==> src/rtl/branch_target_predictor_if.sv <==
// rtl/branch_target_predictor_if.sv - fetch lookup and resolve/train bundle for the branch target predictor
interface branch_target_predictor_if #(
    parameter int HIST_W = 4
);
    logic [31:0]       lookup_pc;
    logic              pred_hit;
    logic              pred_taken;
    logic [31:0]       pred_npc;
    logic [HIST_W-1:0] pred_hist;
    logic              upd_en;
    logic [31:0]       upd_pc;
    logic [HIST_W-1:0] upd_hist;
    logic              upd_taken;
    logic [31:0]       upd_target;
    logic              upd_mispredict;
    logic [31:0]       mispredict_cnt;

    modport master (
        output lookup_pc, upd_en, upd_pc, upd_hist, upd_taken, upd_target, upd_mispredict,
        input  pred_hit, pred_taken, pred_npc, pred_hist, mispredict_cnt
    );

    modport slave (
        input  lookup_pc, upd_en, upd_pc, upd_hist, upd_taken, upd_target, upd_mispredict,
        output pred_hit, pred_taken, pred_npc, pred_hist, mispredict_cnt
    );
endinterface

==> src/rtl/branch_target_predictor.sv <==
// rtl/branch_target_predictor.sv - direct-mapped BTB with saturating direction counters, bimodal or gshare index
module branch_target_predictor #(
    parameter int ENTRIES = 16,
    parameter int CTR_W   = 2,
    parameter int MODE    = 0,
    parameter int HIST_W  = 4
) (
    input  logic                      i_clk,
    input  logic                      i_rst,
    branch_target_predictor_if.slave  bp
);
    localparam int IDX_W = $clog2(ENTRIES);
    localparam int TAG_W = 30 - IDX_W;
    localparam logic [CTR_W-1:0] CTR_MAX = '1;
    localparam logic [CTR_W-1:0] CTR_WT  = CTR_W'(1) << (CTR_W - 1);
    localparam logic [CTR_W-1:0] CTR_WNT = CTR_WT - CTR_W'(1);

    logic [ENTRIES-1:0] r_valid;
    logic [TAG_W-1:0]   r_tag    [ENTRIES];
    logic [31:0]        r_target [ENTRIES];
    logic [CTR_W-1:0]   r_ctr    [ENTRIES];
    logic [HIST_W-1:0]  r_ghr;
    logic [31:0]        r_mispredict_cnt;

    logic [IDX_W-1:0]   w_lk_hist_ext;
    logic [IDX_W-1:0]   w_up_hist_ext;
    logic [IDX_W-1:0]   w_lk_idx;
    logic [IDX_W-1:0]   w_up_idx;
    logic [TAG_W-1:0]   w_lk_tag;
    logic [TAG_W-1:0]   w_up_tag;
    logic               w_lk_hit;
    logic               w_lk_taken;
    logic               w_up_hit;
    logic [HIST_W-1:0]  w_ghr_next;
    logic               w_unused_bits;

    // Gshare folds history into the low index bits; bimodal leaves the index as pure PC bits.
    always_comb begin
        w_lk_hist_ext = '0;
        w_up_hist_ext = '0;
        if (MODE == 1) begin
            w_lk_hist_ext[HIST_W-1:0] = r_ghr;
            w_up_hist_ext[HIST_W-1:0] = bp.upd_hist;
        end
    end

    assign w_lk_idx = bp.lookup_pc[IDX_W+1:2] ^ w_lk_hist_ext;
    assign w_up_idx = bp.upd_pc[IDX_W+1:2] ^ w_up_hist_ext;
    assign w_lk_tag = bp.lookup_pc[31:IDX_W+2];
    assign w_up_tag = bp.upd_pc[31:IDX_W+2];

    assign w_lk_hit   = ~i_rst & r_valid[w_lk_idx] & (r_tag[w_lk_idx] == w_lk_tag);
    assign w_lk_taken = w_lk_hit & r_ctr[w_lk_idx][CTR_W-1];
    assign w_up_hit   = r_valid[w_up_idx] & (r_tag[w_up_idx] == w_up_tag);

    assign bp.pred_hit       = w_lk_hit;
    assign bp.pred_taken     = w_lk_taken;
    assign bp.pred_npc       = w_lk_taken ? r_target[w_lk_idx] : bp.lookup_pc + 32'd4;
    assign bp.pred_hist      = r_ghr;
    assign bp.mispredict_cnt = r_mispredict_cnt;

    assign w_unused_bits = ^{bp.lookup_pc[1:0], bp.upd_pc[1:0], bp.upd_hist};

    generate
        if (HIST_W == 1) begin : g_hist_one
            assign w_ghr_next = bp.upd_taken;
        end else begin : g_hist_multi
            assign w_ghr_next = {r_ghr[HIST_W-2:0], bp.upd_taken};
        end
    endgenerate

    always_ff @(posedge i_clk or posedge i_rst) begin
        if (i_rst) begin
            r_ghr <= '0;
        end else if (MODE == 1 && bp.upd_en) begin
            r_ghr <= w_ghr_next;
        end
    end

    always_ff @(posedge i_clk or posedge i_rst) begin
        if (i_rst) begin
            r_mispredict_cnt <= '0;
        end else if (bp.upd_en && bp.upd_mispredict && r_mispredict_cnt != 32'hFFFF_FFFF) begin
            r_mispredict_cnt <= r_mispredict_cnt + 32'd1;
        end
    end

    // A not-taken miss leaves the table alone so cold fall-through branches never evict useful entries.
    always_ff @(posedge i_clk or posedge i_rst) begin
        if (i_rst) begin
            r_valid <= '0;
            for (int i = 0; i < ENTRIES; i++) begin
                r_tag[i]    <= '0;
                r_target[i] <= '0;
                r_ctr[i]    <= CTR_WNT;
            end
        end else if (bp.upd_en) begin
            if (w_up_hit) begin
                if (bp.upd_taken) begin
                    r_target[w_up_idx] <= bp.upd_target;
                    if (r_ctr[w_up_idx] != CTR_MAX) begin
                        r_ctr[w_up_idx] <= r_ctr[w_up_idx] + CTR_W'(1);
                    end
                end else if (r_ctr[w_up_idx] != '0) begin
                    r_ctr[w_up_idx] <= r_ctr[w_up_idx] - CTR_W'(1);
                end
            end else if (bp.upd_taken) begin
                r_valid[w_up_idx]  <= 1'b1;
                r_tag[w_up_idx]    <= w_up_tag;
                r_target[w_up_idx] <= bp.upd_target;
                r_ctr[w_up_idx]    <= CTR_WT;
            end
        end
    end
endmodule

==> src/flat_wrapper.sv <==
// flat-port wrapper written by rule: the top's interface ports become plain ports
module branch_target_predictor_flat 
#(
    parameter int ENTRIES = 16,
    parameter int CTR_W   = 2,
    parameter int MODE    = 0,
    parameter int HIST_W  = 4
)
  (i_clk, i_rst, bp_lookup_pc, bp_upd_en, bp_upd_pc, bp_upd_hist, bp_upd_taken, bp_upd_target, bp_upd_mispredict, bp_pred_hit, bp_pred_taken, bp_pred_npc, bp_pred_hist, bp_mispredict_cnt);
  branch_target_predictor_if #(.HIST_W(HIST_W)) bp_i ();
  input  logic i_clk;
  input  logic i_rst;
  input wire logic [$bits(bp_i.lookup_pc)-1:0] bp_lookup_pc;
  input wire logic [$bits(bp_i.upd_en)-1:0] bp_upd_en;
  input wire logic [$bits(bp_i.upd_pc)-1:0] bp_upd_pc;
  input wire logic [$bits(bp_i.upd_hist)-1:0] bp_upd_hist;
  input wire logic [$bits(bp_i.upd_taken)-1:0] bp_upd_taken;
  input wire logic [$bits(bp_i.upd_target)-1:0] bp_upd_target;
  input wire logic [$bits(bp_i.upd_mispredict)-1:0] bp_upd_mispredict;
  output wire logic [$bits(bp_i.pred_hit)-1:0] bp_pred_hit;
  output wire logic [$bits(bp_i.pred_taken)-1:0] bp_pred_taken;
  output wire logic [$bits(bp_i.pred_npc)-1:0] bp_pred_npc;
  output wire logic [$bits(bp_i.pred_hist)-1:0] bp_pred_hist;
  output wire logic [$bits(bp_i.mispredict_cnt)-1:0] bp_mispredict_cnt;
  assign bp_i.lookup_pc = bp_lookup_pc;
  assign bp_i.upd_en = bp_upd_en;
  assign bp_i.upd_pc = bp_upd_pc;
  assign bp_i.upd_hist = bp_upd_hist;
  assign bp_i.upd_taken = bp_upd_taken;
  assign bp_i.upd_target = bp_upd_target;
  assign bp_i.upd_mispredict = bp_upd_mispredict;
  assign bp_pred_hit = bp_i.pred_hit;
  assign bp_pred_taken = bp_i.pred_taken;
  assign bp_pred_npc = bp_i.pred_npc;
  assign bp_pred_hist = bp_i.pred_hist;
  assign bp_mispredict_cnt = bp_i.mispredict_cnt;
  branch_target_predictor #(.ENTRIES(ENTRIES), .CTR_W(CTR_W), .MODE(MODE), .HIST_W(HIST_W)) u_core (.i_clk(i_clk), .i_rst(i_rst), .bp(bp_i));
endmodule
==> config.mk <==
export PLATFORM = sky130hd
export DESIGN_NAME = branch_target_predictor_flat
export DESIGN_NICKNAME = d
export VERILOG_FILES = /design/src/rtl/branch_target_predictor_if.sv /design/src/rtl/branch_target_predictor.sv /design/src/flat_wrapper.sv
export SDC_FILE = /design/constraint.sdc
export NUM_CORES = 2
export LEC_CHECK = 0
export BUFFER_PORTS_ARGS = -buffer_cell sky130_fd_sc_hd__clkbuf_2
export CAP_MARGIN = 20
export CORE_ASPECT_RATIO = 0.5
export CORE_MARGIN = 2
export CORE_UTILIZATION = 58
export CTS_BUF_LIST = sky130_fd_sc_hd__clkbuf_8
export DETAILED_ROUTE_END_ITERATION = 16
export HOLD_SLACK_MARGIN = 0.05
export PLACE_DENSITY = 0.8
export SYNTH_ARGS = -nofsm -noshare
export SYNTH_HDL_FRONTEND = slang
export SYNTH_SLANG_ARGS = --single-unit
==> constraint.sdc <==
create_clock -name i_clk -period 44.1 [get_ports i_clk]
set_input_delay 0 -clock i_clk [delete_from_list [all_inputs] [get_ports i_clk]]
set_output_delay 0 -clock i_clk [all_outputs]
set_load 0.01 [all_outputs]
==> impl_summary.md <==
Critical path
On the critical path, the stage with the largest delay is an instance of sky130_fd_sc_hd__nor4b_1. Together, buffers and inverters on the worst path number 4. By instance count, the cell type seen most on the critical path is sky130_fd_sc_hd__buf_4. The kind of capture point of the worst setup path is a register. The worst-path maximum fanout is 55.

The worst endpoint required time is 44.79 ns. The type of element launching the critical path is an input port. STA puts the critical path data arrival time at 6.44 ns. The critical path class is in2reg.

The signal on the critical path passes through buf_4 > buf_4 > buf_4 > mux2_2 > o22ai_1 > nor3_1 > nor4b_1 > a41oi_1 > a211oi_1 > nand3_1 > nand2_2 > buf_12 > mux2_2. The stage delay of the slowest cell on the critical path is 0.77 ns. Among cell families on the critical path, the largest total delay comes from simple AND/OR/NAND/NOR gates.

Clock network
Clock-pin slew was measured on the worst setup and hold paths at 0.06 ns. TritonCTS built the clock tree. CTS placed an instance of sky130_fd_sc_hd__clkbuf_8 at the clock tree root. In this run the deepest clock path goes through 3 buffers. The number of H-tree levels is 4. The clock drives 1,008 sinks. The insertion delay of the later-clocked pin in the worst-skew pair is 0.84 ns. The total setup buffers inserted after CTS is 0.

The total CTS buffers is 147.

Cells and area
After routing the design area is 0.05680 sq mm. The filler cell count is 6,125. In the final layout, the share of cells above drive strength 1 is 41.91%. At the end of the flow, the number of nets in the layout was 3,785.

The layout-stage area growth over the synthesis result is 10.30%. The sequential cells in the finished layout cover a total of 0.02524 sq mm. In the final layout, the multi-input gates occupy 0.02484 sq mm.

Route
Detailed routing inserted a total of 32,760 vias. After detailed routing, the total wire length is 138,100 microns. In the final routed layout, each cell accounts on average for 27.77 microns.

The detail route stage leaves a number of antenna-violating nets equal to 0. The number of iterations in the first detailed-routing pass is 6. The number of DRC violations after detailed routing is 0.

In the routed layout, each cell is associated on average with a via count of 6.587. The first routing iteration left 3,861 violations.

Job
The number of violations of the max-capacitance limit is 0.

Global route
The initial antenna violation count is 6. The via count of the first global-routing pass is 34,420. The total overflow reported by the global router is 0. The first-pass GRT wire length is 211,400 microns. Global routing used 30.73% of the available tracks. The pin count of the biggest net entering global routing is 201.

Power and ir drop
IR analysis of the VDD net gives a maximum drop of 0.02633 mV. The leakage power total is 25.45 nW. Power spread over the standard cell area amounts to 43.59 mW/mm^2.

Floorplan
The die covers 0.09132 sq mm. The floorplan core area is 0.08815 sq mm. The vertical die dimension is 214.7 microns.

The standard-cell row count is 77. Once the floorplan was initialized, standard cells occupied 58.41% of the core. The x dimension of the die is 425.4 microns. 175 I/O pins were placed.

Synth
The mapped netlist covers 0.05149 sq mm. Synthesis produced 3,533 cells. The Yosys step of the flow raised 4 warnings. Synthesis instantiated 80 different standard cells from the library.

The register area share after synthesis is 49.02%. Averaged over all synthesized cells, the footprint is 14.57 sq um. The share of flip-flops with an asynchronous set or reset after synthesis is 100.0%. Ranked by total cell area, the synthesized netlist is headed by sky130_fd_sc_hd__dfrtp_1, sky130_fd_sc_hd__mux4_2, sky130_fd_sc_hd__mux2_2, sky130_fd_sc_hd__mux2_1, sky130_fd_sc_hd__mux2i_1.

The number of enable-type register cells in the synthesized netlist is 0. Of all cell types, the one taking the most synthesized area is sky130_fd_sc_hd__dfrtp_1. The top cell type's share of synthesized area is 48.21%. Synthesis inferred 1,008 register bits. The most instantiated flip-flop cell in the synthesis netlist is sky130_fd_sc_hd__dfrtp_1.

Timing
For this run, the top clock speed supported by timing is 0.1739 GHz. The measured slew at the worst slew-check pin is 1.200 ns. The total negative setup slack is 0 ns. The final count of hold timing violations is 0.

Setup violations remaining at the end of the flow were counted as 0. The max-slew violation count is 0. The headroom to the max-slew limit is 20.00%. The final critical-path share of the clock period is 13.04%. The clock tree skew after final layout is 0.03804 ns. Setup repair after global routing left no endpoint under its margin.

The final critical-path required period is 5.749 ns.

Placed design
Once placement finished, the instance area stood at 0.05302 sq mm. The global placer's final weighted congestion is 0.9044. After legalization and detailed placement, the total HPWL measured 78,590 microns. Port buffering added 164 buffers.

Min path
The worst hold-check path type is in2reg.

Run status
The run finished with clean final reports.
## synthesized netlist by cell type (all sizes together) (3+ instances only)
cell / number
and3: 18
inv: 17
xnor2: 60
nor3b: 4
a22oi: 27
dfrtp: 992
nand4: 26
nand2: 253
o22ai: 4
a211oi: 22
and4: 8
ha: 4
xor2: 48
nand2b: 15
o211ai: 4
buf: 132
mux2i: 123
a21o: 10
dfstp: 16
or2: 12
nor4: 5
nor3: 13
a311oi: 4
nand3b: 3
o2bb2ai: 3
o21ai: 4
mux2: 936
clkbuf: 176
a221oi: 5
a21oi: 36
mux4: 366
and2: 10
nor2b: 28
nor2: 49
or4: 6
a22o: 16
nand3: 45
## sequential cells by signal, summed over array words and instances, names as in the netlist
signal and count:
u_core.bp.mispredict_cnt 32, u_core.r_tag 416, u_core.r_ctr 32, u_core.r_target 512, u_core.r_valid 16
## metal layers
metal / track usage, % / part of all wire (%)
met1: 42.05 / 40
met4: 13.66 / 4.0
met5: 0 / 0.033
met2: 47.27 / 47
met3: 7.339 / 8.2
## layout by cell type, fill, tap and decap left out, drive strengths merged, types with 15 or more instances in the layout
master	count
nand4	26
dfstp	16
inv	74
a211oi	22
xor2	48
mux2	936
and3	18
nand2	253
nand2b	15
a21oi	36
dfrtp	992
nor2b	28
mux2i	123
a22o	16
xnor2	60
dlygate4sd3	68
a22oi	27
clkbuf	348
nand3	45
buf	73
mux4	366
nor2	49
## metrics by stage
| step | hold WS (ns) | instances | utilization, % | power, mW | setup WS, ns |
|---|---|---|---|---|---|
| floorplan | 0.1347 | 3536 | - | 1.569 | 15.75 |
| global placement | 0.1995 | 4639 | 60.12 | 1.672 | 37.60 |
| detailed placement | 0.2108 | 4640 | 60.14 | 1.707 | 37.86 |
| CTS | 0.05256 | 4968 | 64.31 | 2.475 | 38.71 |
| global route | 0.1257 | 4974 | 64.43 | 2.579 | 38.28 |
| finish | 0.1253 | 4974 | 64.43 | 2.476 | 38.35 |
## power by group
group	switching (mW)	internal (mW)
clock	0.371	0.399
sequential	0.111	1.10
combinational	0.212	0.283
## worst reg2reg max path, delay by kind of cell, from the launching register on
family / cells / cell delay (ns)
muxes: 4 / 1.29
buffers and inverters: 1 / 0.28
and+or+nand+nor: 4 / 2.95
DFF: 1 / 0.39
xor gates and xnor gates: 1 / 0.37
## worst paths after layout
check                                            startpoint                          endpoint  slack [ns]  cells after the start
setup / recovery                               bp_upd_pc[5]     u_core.r_tag[175]$_DFFE_PP0P_       38.35                     13
hold / removal                            bp_upd_target[13]  u_core.r_target[109]$_DFFE_PP0P_        0.13                      4
setup reg to reg               u_core.r_tag[57]$_DFFE_PP0P_     u_core.r_tag[175]$_DFFE_PP0P_       38.69                     10
hold reg to reg            u_core.r_target[121]$_DFFE_PP0P_  u_core.r_target[121]$_DFFE_PP0P_        0.48                      2
max in group asynchronous                             i_rst      u_core.r_tag[66]$_DFFE_PP0P_       40.30                      8
min in group asynchronous                             i_rst  u_core.r_target[192]$_DFFE_PP0P_        0.49                      4
## cell families after synthesis
group,share of synthesized area [%]
other cells,0.007283
simple gates,4.806
flops,49.02
fa+ha+maj,0.09720
xor+xnor,1.837
buf+inv,2.981
mux,38.87
compound gates,2.379
## timing repair
action                    in CTS  in global routing
hold buffers                  68                  0
resized for setup              0                  0
hold endpoints to repair    1070                  0
## area by class of cell
class                      count  area share [%]
multi-input combinational   2203           43.73
antenna                        2        0.008812
sequential                  1008           44.45
inverter                      17          0.1256
tap                         1185           2.610
clock inverter                70          0.6587
clock buffer                 190           4.604
timing repair buffer         299           3.820
Note: power is estimated with default switching activity, not from simulation.
